### config.mk
export PLATFORM = sky130hd
export DESIGN_NAME = mux_scan
export DESIGN_NICKNAME = d
export VERILOG_FILES = /design/src/rtl/mux_scan.sv
export SDC_FILE = /design/constraint.sdc
export NUM_CORES = 1
export LEC_CHECK = 0
export BUFFER_PORTS_ARGS = -buffer_cell sky130_fd_sc_hd__buf_4
export CORE_MARGIN = 8
export CORE_UTILIZATION = 25
export CTS_BUF_LIST = sky130_fd_sc_hd__clkbuf_8
export CTS_CLUSTER_SIZE = 25
export DETAILED_ROUTE_END_ITERATION = 8
export GPL_ROUTABILITY_DRIVEN = 0
export SLEW_MARGIN = 10
export SYNTH_ARGS = -nofsm -noshare
export SYNTH_HDL_FRONTEND = slang
export SYNTH_SLANG_ARGS = --single-unit
### constraint.sdc
create_clock -name clk -period 5.7 [get_ports clk]
set_clock_uncertainty 0.1 [all_clocks]
set_input_delay 0.285 -clock clk [delete_from_list [all_inputs] [get_ports clk]]
set_output_delay 0.285 -clock clk [all_outputs]
set_load 0.03 [all_outputs]
### src/rtl/mux_scan.sv
// mux_scan: N-channel time-division multiplexer with a registered, handshaked
// output. The channel comes from `sel` (manual) or from a round-robin scan
// pointer that dwells DWELL accepted samples on each enabled channel.
module mux_scan #(
  parameter int unsigned WIDTH = 1,
  parameter int unsigned CH    = 4,
  parameter int unsigned DWELL = 4,
  parameter int unsigned SELW  = $clog2(CH)
) (
  input  logic                  clk,
  input  logic                  rst,
  input  logic                  en,
  input  logic                  mode,
  input  logic [SELW-1:0]       sel,
  input  logic [CH-1:0]         mask,
  input  logic [CH*WIDTH-1:0]   in,
  output logic [WIDTH-1:0]      out_data,
  output logic [SELW-1:0]       out_ch,
  output logic                  out_valid,
  input  logic                  out_ready
);

  localparam int unsigned DCW = (DWELL > 1) ? $clog2(DWELL) : 1;

  logic [WIDTH-1:0] r_data;
  logic [SELW-1:0]  r_ch;
  logic             r_valid;
  logic [SELW-1:0]  r_ptr;
  logic [DCW-1:0]   r_dcnt;
  logic             r_mode_q;

  logic [WIDTH-1:0] w_ch_data [CH];
  logic [SELW-1:0]  w_scan_tgt;
  logic [SELW-1:0]  w_target;
  logic             w_target_ok;
  logic             w_free;
  logic             w_load;
  logic [DCW-1:0]   w_dcnt_eff;
  logic [SELW-1:0]  w_ptr_nxt;
  logic [DCW-1:0]   w_dcnt_nxt;

  // Unflatten the input bus into one word per channel
  for (genvar g = 0; g < CH; g++) begin : g_unpack
    assign w_ch_data[g] = in[g*WIDTH +: WIDTH];
  end

  // First enabled channel searching cyclically from the scan pointer
  always_comb begin
    int unsigned v_idx;
    logic        v_found;
    w_scan_tgt = r_ptr;
    v_found    = 1'b0;
    v_idx      = 0;
    for (int unsigned k = 0; k < CH; k++) begin
      v_idx = 32'(r_ptr) + k;
      if (v_idx >= CH) begin
        v_idx = v_idx - CH;
      end
      if (!v_found && mask[SELW'(v_idx)]) begin
        w_scan_tgt = SELW'(v_idx);
        v_found    = 1'b1;
      end
    end
  end

  // Target selection, load decision and next scan pointer / dwell count
  always_comb begin
    w_free      = !r_valid || out_ready;
    w_target    = sel;
    w_target_ok = 1'b0;
    if (mode) begin
      w_target    = w_scan_tgt;
      w_target_ok = |mask;
    end else begin
      w_target_ok = (32'(sel) < CH) && mask[sel];
    end
    w_load = en && w_free && w_target_ok;

    // Fresh dwell on entering scan mode or when the pointer's channel was skipped
    w_dcnt_eff = ((mode && !r_mode_q) || (w_target != r_ptr)) ? '0 : r_dcnt;
    if (w_dcnt_eff == DCW'(DWELL - 1)) begin
      w_ptr_nxt  = (w_target == SELW'(CH - 1)) ? '0 : w_target + SELW'(1);
      w_dcnt_nxt = '0;
    end else begin
      w_ptr_nxt  = w_target;
      w_dcnt_nxt = w_dcnt_eff + DCW'(1);
    end
  end

  // Output register, scan state and mode history
  always_ff @(posedge clk or posedge rst) begin
    if (rst) begin
      r_data   <= '0;
      r_ch     <= '0;
      r_valid  <= 1'b0;
      r_ptr    <= '0;
      r_dcnt   <= '0;
      r_mode_q <= 1'b0;
    end else begin
      r_mode_q <= mode;
      if (w_load) begin
        r_data  <= w_ch_data[w_target];
        r_ch    <= w_target;
        r_valid <= 1'b1;
        if (mode) begin
          r_ptr  <= w_ptr_nxt;
          r_dcnt <= w_dcnt_nxt;
        end
      end else if (w_free) begin
        r_valid <= 1'b0;
      end
    end
  end

  assign out_data  = r_data;
  assign out_ch    = r_ch;
  assign out_valid = r_valid;

endmodule

; After elaboration in Yosys (flattened, before gate mapping)
; Index checks and enable logic that the tools add are counted.
[word_totals]
inputBits = 15
wordCells = 77
output_inout_bits = 4
regBits = 9
[op_classes]
add_sub_neg = 9
bitwise_logic = 1
n_reduce_logical = 16
muxes = 32
order_cmp = 10
n_eq_ne = 3
[ops]
columns = cell, count
row1 = $mux 2, 13
row2 = $lt 2x3->1 const B, 5
row3 = $mux 1, 13
row4 = $bmux 1 s2, 6
row5 = $ge 3x3->1 const B, 4
row6 = $sub 2x1->2 const B, 4
row7 = $add 2x2->3 const B, 2
row8 = $logic_and 1x1->1, 6
row9 = $logic_not 1->1, 5
row10 = $add 2x1->2 const B, 2
row11 = $eq 2x2->1 const B, 2
row12 = $reduce_or 4->1, 1
row13 = $add 2x1->3 const B, 1
row14 = $ge 2x3->1 const B, 1
row15 = $not 2->3, 1
row16 = $logic_or 1x1->1, 2
row17 = $ne 2x2->1, 1
row18 = $reduce_and 2->1, 1
row19 = $reduce_bool 2->1, 1

; Logic depth before layout (Yosys ltp)
; Gate-level depths: netlist of run 1.
[logic_depth]
word_depth = 20
mapped_depth = 11
ltp_nobuf = 10

; Worst setup path before layout of run 1
; OpenSTA, ideal clock, no wires.
[synth_timing]
kind = register to register
start = register r_ptr[1]
end = register r_ptr[1]
required_time_ns = 5.518
setup_slack_ns = 3.403
period_less_slack_ns = 2.297
setup_time_ns = 0.082
path_buffers = 1
stages_incl_launch_ff = 9
t_arrival_ns = 2.115
cell_sequence = dfrtp_1 > buf_4 > mux4_2 > nor3_1 > a31oi_1 > nor2_1 > ha_1 > or3b_1 > a31oi_1
[synth_between]
elab_chain_len = 20
word_cells_on_any_way = 45
cone_classes = add/sub: 8 / order compare: 4 / eq/ne: 3 / mux: 23 / reduce/logical: 7
[synth_rtl]
columns = element, line_no
row1 = from (decl), 28  ; logic [SELW-1:0] r_ptr;
row2 = from (signal assigned), 106  ; r_ptr <= w_ptr_nxt;
row3 = branches (longest 19 deep; another with $add 2x1->3), -
row4 = $mux 2 (*), 81  ; if (w_dcnt_eff == DCW'(DWELL - 1)) begin
; Every way passes the cells marked *. The select of a mux whose other input is x is not followed.
; A chain may end at the register's enable or synchronous reset.

; Worst setup path after layout of run 1
; Ends and elaborated chain as after synthesis.

==> results of run 1 <==
registers in the layout, summed over array words and instances, names as in the netlist:
name       count
out_ch         2
out_data       1
out_valid      1
r_dcnt         2
r_mode_q       1
r_ptr          2
repair_timing:
action | CTS | global route
endpoints found under the hold margin | 9 | 0
setup buffers | 0 | 0
hold buffers | 1 | 0
Yosys cell counts:
cell,count,area share
or2b_1,1,0.0090
nor2b_1,7,0.052
and3b_1,1,0.010
buf_4,2,0.018
nor3b_1,1,0.0090
a22o_1,1,0.010
a211oi_2,1,0.015
or3_1,2,0.015
nor3_1,4,0.024
or3b_1,1,0.010
o32ai_2,1,0.019
mux4_2,1,0.027
o21bai_1,1,0.0090
nand4_1,1,0.0075
o41a_1,1,0.013
nor4_1,2,0.015
buf_6,2,0.027
o21ai_0,3,0.018
mux2_2,4,0.054
o21a_1,3,0.027
or2_1,1,0.0075
or2_2,1,0.0075
a21o_1,1,0.0090
and3b_2,1,0.012
nand2b_1,3,0.022
nor2_1,8,0.036
ha_1,1,0.015
nand2_1,10,0.045
inv_1,7,0.031
o31ai_1,1,0.0090
buf_2,1,0.0060
xor2_1,3,0.031
a221o_1,1,0.012
dfrtp_1,9,0.27
o31a_1,1,0.010
a31oi_1,5,0.037
a21oi_1,2,0.012
a21boi_2,1,0.013
and3_1,1,0.0075
o22ai_1,2,0.015
layer usage:
metal | GRT usage | part of all wire
met5 | 0 | 0
met1 | 0.107 | 0.48
met4 | 0.0333 | 0.0067
met2 | 0.128 | 0.46
met3 | 0.0218 | 0.058
worst reg2reg max path: stages, from the launching register on:
cell and delay [ns]:
dfrtp_1 0.56, mux4_2 0.59, nor3_1 0.21, a31oi_1 0.15
nor2_1 0.11, ha_1 0.24, nand2_1 0.07, nor4_1 0.19
or3_1 0.16, a31oi_1 0.08
layout make-up:
| type | count | area, um^2 |
|---|---|---|
| inverter | 7 | 26.3 |
| clock inverter | 1 | 3.75 |
| multi-input combinational | 79 | 542 |
| sequential | 9 | 225 |
| tap | 46 | 57.6 |
| fill | 376 | 2240 |
| clock buffer | 3 | 41.3 |
| timing repair buffer | 19 | 145 |
cell families (layout without fill, tap and decap cells):
family / Yosys count / count (layout) / share of synthesized area
AND/OR/NAND/NOR: 45 / 45 / 0.290
AO/OA/AOI/OAI: 25 / 25 / 0.231
buffers and inverters: 12 / 30 / 0.0823
flip-flops: 9 / 9 / 0.269
multiplexers: 5 / 5 / 0.0808
XOR/XNOR: 3 / 3 / 0.0314
adder cells (fa/ha/maj): 1 / 1 / 0.0150
stage by stage:
stage	std cells	utilization	setup WS, ns	area, um^2
finish	164	0.317	3.09	1040
global route	164	0.317	2.88	1040
CTS	164	0.317	3.11	1040
detailed placement	159	0.300	3.13	986
global placement	159	0.300	3.21	986
floorplan	100	-	3.40	836
power groups by stage:
stage / Sequential, mW / Combinational (mW) / Clock [mW]
2_1_floorplan: 0.107 / 0.101 / 0
3_3_place_gp: 0.108 / 0.131 / 0
3_5_place_dp: 0.109 / 0.133 / 0
4_1_cts: 0.108 / 0.134 / 0.0754
5_1_grt: 0.112 / 0.149 / 0.0792
6_report: 0.108 / 0.134 / 0.0718
path summary, 6_finish.rpt:
kind	endpoint	cells past startpoint
worst max register to register	r_ptr[1]$_DFFE_PP0P_	9
worst min register to register	r_dcnt[0]$_DFFE_PP0P_	1
max in group asynchronous	r_mode_q$_DFF_PP0_	3
worst max-delay path	r_ptr[1]$_DFFE_PP0P_	9
min in group asynchronous	out_valid$_DFFE_PP0P_	3
worst min-delay path	r_mode_q$_DFF_PP0_	1
==> flow_summary.yaml, run 1 <==
drt:
  drc: 0
  drt_iter0_drc: 52
  vias: 798
  routedWlPerCell_um: 12.8
  wirelength_mm: 2.10
  routed_via_density: 4.87
  ant_nets: 0
  first_pass_iters: 4
pwr:
  power_uw: 314
  p_seq_frac: 0.344
  pwr-share-clk: 0.229
  p_comb_frac: 0.427
  p_leak_nw: 0.461
  p_int_uw: 193
  swShare: 0.384
  p_per_area_nw_per_um2: 301
  peakVddDrop_uv: 145
  p_sw_uw: 120
worst_hold_path:
  hold_class: "in2reg"
  worstHoldStart: "mode"
sta:
  finalCriticalPeriod_ns: 2.61
  rsz0062_at_grt: "false"
  setup_viol: 0
  worst_pin_slew_ns: 0.615
  holdWs_ns: 0.154
  hold_viol_final: 0
  max_freq_mhz: 383
  final.period_utilization: 0.458
  relSlewSlack: 0.585
  slew_viol_final: 0
  final.setup.tns_ns: 0
floorplan:
  core_area_um2: 3280
  fp.dieH_um: 73.8
  die_area_um2: 5450
  die_x_um: 73.8
  start_util: 0.254
  io_pins: 19
  rows: 21
critical_path:
  crit_start: "r_ptr[1]$_DFFE_PP0P_"
  crit_top_cell: "a31oi_1"
  r2r_start: "r_ptr[1]$_DFFE_PP0P_"
  critPathMaxStageDelay_ns: 0.59
  worstPathRequired_ns: 5.69
  critPathCaptureType: "register"
  critPathArrivalTime_ns: 2.60
  worstPathCellList: "mux4_2 > nor3_1 > a31oi_1 > nor2_1 > ha_1 > nand2_1 > nor4_1 > or3_1 > a31oi_1"
  rrSetupSlack_ns: 3.09
  cp-start-kind: "register"
  critPathSlowestCell: "mux4_2"
  crit_buf_inv: 0
  path_class: "reg2reg"
  path_max_fanout: 12
  cp_top_family: "simple AND/OR/NAND/NOR gates"
placement:
  hpwlAfterDp_mm: 1.65
  io_buffers: 18
synthesis:
  ys_types: 40
  syn-cell-area_um2: 836
  postSynthCellCount: 100
  yosysSeqAreaShare: 0.269
  yosys_warnings: 0
  synth_nets: 116
  avgSynthCellArea_um2: 8.36
  ys_seq_elements: 9
grt:
  grt_pass1_vias: 783
  grt_use_total: 0.0835
  antenna_found_initial: 0
  grt_max_degree: 13
  grt_pass1_wl_mm: 3.59
  grt_overflow_total: 0
cts:
  clock_latency_ns: 0.23
  cts_resized: 0
  clock_sinks: 9
  cts_buffers: 3
  clockBufferDepth: 2
  cts-root-buf: "clkbuf_8"
  cts_tree: "built"
  clkTransAtPathRegs_ns: 0.05
  h-tree-depth: 1
run_status:
  status: "finished, final reports clean"
cells_and_area:
  layout-drive-gt1-share: 0.263
  area_delta_synth_final_pct: 24.6
  layout_common_cells: "buf_4, nand2_1, dfrtp_1"
  fin_nets: 135
  antennaDiodeCount: 0
  final_common_cell: "buf_4"
run:
  maxCapViolCount: 0
Note: power is estimated with default switching activity, not from simulation.
==> run 2, diff against run 1 <==
clock period = 2.47 ns   (was 5.7 ns; I/O delays follow)
==> run 2 against run 1 <==
  * Sequential cell count unchanged
  * Clock-buffer cell count is the same
  * First-iteration DRC count is 85% higher
  * Via count is 0.63% higher
  * Sequential power is 120% higher
  * Global-route usage up 0.78 points
  * Die area did not move
  * Combinational power rose to 2.7 times the previous value
  * Critical path depth unchanged
  * Non-clock buffer count rose by 3
  * Critical endpoint unchanged
==> flow_summary.yaml, run 2 (synthesis results as in run 1) <==
run_status:
  status: "finished, final reports clean"
cts:
  h-tree-depth: 1
  clkTransAtPathRegs_ns: 0.05
  cts_buffers: 3
  clock_latency_ns: 0.23
  cts-root-buf: "clkbuf_8"
  cts_tree: "built"
  cts_setup_buffers: 0
  clockBufferDepth: 2
  clock_sinks: 9
critical_path:
  r2r_start: "r_ptr[1]$_DFFE_PP0P_"
  reg2reg_to: "r_ptr[1]$_DFFE_PP0P_"
  critPathArrivalTime_ns: 2.40
  worstPathRequired_ns: 2.53
  path_max_fanout: 10
  r2r.worst_path.cells: 9
  rrSetupSlack_ns: 0.13
  cp-start-kind: "register"
  critPathCaptureType: "register"
  path_class: "reg2reg"
  crit_start: "r_ptr[1]$_DFFE_PP0P_"
worst_hold_path:
  min_path_cells: 3
  hold_path_end: "out_valid$_DFFE_PP0P_"
  worstHoldStart: "en"
  hold_class: "in2reg"
sta:
  rsz0062_at_grt: "false"
  setup_slack_ns: 0.127
  finalCriticalPeriod_ns: 2.34
  final.period_utilization: 0.948
  hold_viol_final: 0
  max_freq_mhz: 427
  worst_pin_slew_ns: 0.561
  slew_viol_final: 0
  relSlewSlack: 0.622
  final.setup.tns_ns: 0
  setup_viol: 0
floorplan:
  die_x_um: 73.8
  start_util: 0.254
  rows: 21
  io_pins: 19
  die_area_um2: 5450
  fp.dieH_um: 73.8
  core_area_um2: 3280
drt:
  drt_iter0_drc: 96
  drc: 0
  vias: 803
  routed_via_density: 4.81
  first_pass_iters: 4
  wirelength_mm: 2.18
  routedWlPerCell_um: 13.1
  ant_nets: 0
placement:
  io_buffers: 18
  place_ws_ns: 0.0799
  dp.cells: 161
  hpwlAfterDp_mm: 1.63
cells_and_area:
  fin_cells: 167
  antennaDiodeCount: 0
  final_common_cell: "buf_4"
  area_delta_synth_final_pct: 33.1
  layout_common_cells: "buf_4, nand2_1, inv_1, nor2_1, dfrtp_1"
  fillers: 333
  fin_nets: 138
  layout-drive-gt1-share: 0.322
  final_core_util: 0.339
pwr:
  peakVddDrop_uv: 434
  p_leak_nw: 0.478
  p_per_area_nw_per_um2: 694
grt:
  antenna_found_initial: 0
  grt_pass1_wl_mm: 3.88
  grt_use_total: 0.0913
  grt_pass1_vias: 815
  grt_max_degree: 12
  grt_overflow_total: 0
run:
  maxCapViolCount: 0
-- run 2: final cells by class --
cell class | instances | area [um^2] | area share
Timing Repair Buffer | 22 | 174 | 0.156
Sequential cell | 9 | 226 | 0.204
Tap cell | 46 | 57.6 | 0.0517
Multi-Input combinational cell | 79 | 583 | 0.524
Clock inverter | 1 | 3.75 | 0.00337
Clock buffer | 3 | 41.3 | 0.0371
Inverter | 7 | 26.3 | 0.0236
-- run 2: worst max-delay path by stage --
stage	to	depth (start not counted)
after detailed placement	r_ptr[1]$_DFFE_PP0P_	9
after global placement	r_ptr[1]$_DFFE_PP0P_	7
final	r_ptr[1]$_DFFE_PP0P_	9
after CTS	r_ptr[1]$_DFFE_PP0P_	7
after floorplan	r_ptr[1]$_DFFE_PP0P_	8
after global routing	r_ptr[1]$_DFFE_PP0P_	9
-- run 2: timing repair --
item	in CTS	in global routing
resized for setup	0	9
endpoints found under the setup margin	0	2
hold endpoints to repair	10	0
hold buffers	2	0
-- run 2: worst max-delay path, stage by stage (launching register included) --
cell	delay [ns]
dfrtp_1	0.41
buf_6	0.15
or2b_1	0.23
a21o_1	0.19
a31oi_4	0.19
a31oi_2	0.12
nor2_1	0.13
ha_2	0.23
or3b_1	0.36
a31oi_1	0.16
-- run 2: where the power goes --
part           switching [mW]  internal (mW)  total [mW]  leakage (nW)
Sequential             0.0469          0.193       0.240         0.103
Combinational           0.192          0.169       0.361         0.349
Clock                  0.0616          0.109       0.170        0.0269
-- run 2: routing by layer --
layer  up-vias  routed length (um)  global-route usage  part of all wire
met5         -                   0                   0                 0
met4         0                  36              0.0399             0.017
met3         4                 150              0.0300             0.069
met1       366                1050               0.121              0.48
li1        399                   -                   -                 -
met2        34                 947               0.129              0.43
-- run 2: through the flow --
step	hold slack, ns	power, mW	cell area, um^2
finish	0.0301	0.772	1110
floorplan	-0.149	0.479	836
global route	0.0483	0.834	1110
CTS	0.0289	0.744	1070
global placement	0.0251	0.563	1000
detailed placement	0.0383	0.565	1000
==> run 3, diff against run 2 <==
CORE_ASPECT_RATIO = 0.6   (was unset)
==> run 3 against run 2 <==
  * Die area is 1.1% higher
  * Global-route usage decreased by 0.86 points
  * Non-clock buffer count rose by 7
  * Clock power decreased by 3%
  * Combinational power up 30%
  * Power rose by 11%
  * Setup slack got worse by 0.040 ns
  * Sequential cell count is the same
  * Largest cell class unchanged
  * Largest power group unchanged
  * Maximum frequency down 1.7%
  * Sequential power fell by 5%
==> flow_summary.yaml, run 3 (synthesis results as in run 1) <==
run_status:
  status: "finished, final reports clean"
drt:
  drc: 0
  wirelength_mm: 2.35
  ant_nets: 0
  routed_via_density: 4.83
  routedWlPerCell_um: 13.6
  drt_iter0_drc: 57
  vias: 836
  first_pass_iters: 4
grt:
  grt_overflow_total: 0
  grt_pass1_vias: 810
  grt_pass1_wl_mm: 3.60
  grt_max_degree: 12
  grt_use_total: 0.0827
  antenna_found_initial: 0
pwr:
  peakVddDrop_uv: 205
  p_leak_nw: 0.514
  p_per_area_nw_per_um2: 719
  power_uw: 860
critical_path:
  critPathCaptureType: "register"
  critPathArrivalTime_ns: 2.43
  worstPathRequired_ns: 2.52
  r2r_start: "r_ptr[1]$_DFFE_PP0P_"
  path_class: "reg2reg"
  path_max_fanout: 8
  crit_start: "r_ptr[1]$_DFFE_PP0P_"
  cp-start-kind: "register"
sta:
  holdWs_ns: 0.0168
  relSlewSlack: 0.661
  slew_viol_final: 0
  worst_pin_slew_ns: 0.504
  final.setup.tns_ns: 0
  finalCriticalPeriod_ns: 2.38
  rsz0062_at_grt: "true"
  hold_viol_final: 0
  final.period_utilization: 0.965
  setup_viol: 0
  max_freq_mhz: 420
floorplan:
  start_util: 0.259
  rows: 16
  core_area_um2: 3220
  fp.dieH_um: 60.8
  die_x_um: 90.6
  die_area_um2: 5510
  io_pins: 19
cts:
  cts_tree: "built"
  cts_buffers: 3
  clock_latency_ns: 0.23
  clockBufferDepth: 2
  clkTransAtPathRegs_ns: 0.05
  cts-root-buf: "clkbuf_8"
  clock_sinks: 9
  h-tree-depth: 1
run:
  maxCapViolCount: 0
cells_and_area:
  final_common_cell: "buf_4"
  layout_common_cells: "buf_4, nand2_1, dfrtp_1"
  antennaDiodeCount: 0
  fin_nets: 145
  area_delta_synth_final_pct: 43.1
  layout-drive-gt1-share: 0.367
  fillers: 321
  fin_area_um2: 1200
  fin_cells: 173
worst_hold_path:
  hold_class: "in2reg"
  worstHoldStart: "en"
placement:
  io_buffers: 18
  hpwlAfterDp_mm: 1.66
  placed_area_um2: 1010
  dp.cells: 161
## run 3: area by class of cell
cell class / count / area, um^2 / area share
repair buffers: 29 / 226 / 0.189
well taps: 45 / 56.3 / 0.0471
clock buffers: 3 / 41.3 / 0.0345
clock inverters: 1 / 3.75 / 0.00314
multi-input cells: 79 / 617 / 0.516
inverters: 7 / 26.3 / 0.0220
flip-flops and latches: 9 / 225 / 0.188
## run 3: timing repair
item | 4_1_cts | 5_1_grt
resized for setup | 0 | 14
hold buffers | 2 | 0
setup endpoints to repair | 0 | 2
buffers inserted | 0 | 6
endpoints found under the hold margin | 10 | 0
## run 3: worst max-delay path, cell delays in order (launching register included)
cell and delay [ns]:
dfrtp_1 0.39, buf_6 0.14, or2b_1 0.24, a21o_1 0.22, a31oi_4 0.20, a31oi_4 0.14
nor2_4 0.16, ha_4 0.18, or3b_1 0.34, a31oi_1 0.18
## run 3: metrics by stage
stage | setup slack (ns) | utilization
floorplan | 0.173 | -
global placement | 0.0766 | 0.313
detailed placement | 0.0489 | 0.313
CTS | 0.0315 | 0.333
global route | -0.0232 | 0.371
finish | 0.0874 | 0.371
## run 3: routing by layer
layer	global-route usage	up-vias	routed length [um]
li1	-	415	-
met1	0.100	396	1070
met2	0.128	19	1110
met3	0.0370	6	102
met4	0.0282	0	57
met5	0	-	0
## run 3: worst paths after layout
path	end	slack, ns	cells after the start
min in group asynchronous	out_valid$_DFFE_PP0P_	0.32	3
min	out_valid$_DFFE_PP0P_	0.02	3
max	r_ptr[1]$_DFFE_PP0P_	0.09	9
max in group asynchronous	r_ptr[0]$_DFFE_PP0P_	1.70	3
min reg2reg	out_ch[0]$_DFFE_PP0P_	0.42	2
max reg2reg	r_ptr[1]$_DFFE_PP0P_	0.09	9
## run 3: power breakdown
| part | total, mW | leakage, nW | switching, mW | internal [mW] |
|---|---|---|---|---|
| Combinational | 0.468 | 0.383 | 0.246 | 0.221 |
| Sequential | 0.227 | 0.104 | 0.0347 | 0.192 |
| Clock | 0.165 | 0.0269 | 0.0573 | 0.108 |
| Total | 0.860 | 0.514 | 0.338 | 0.521 |
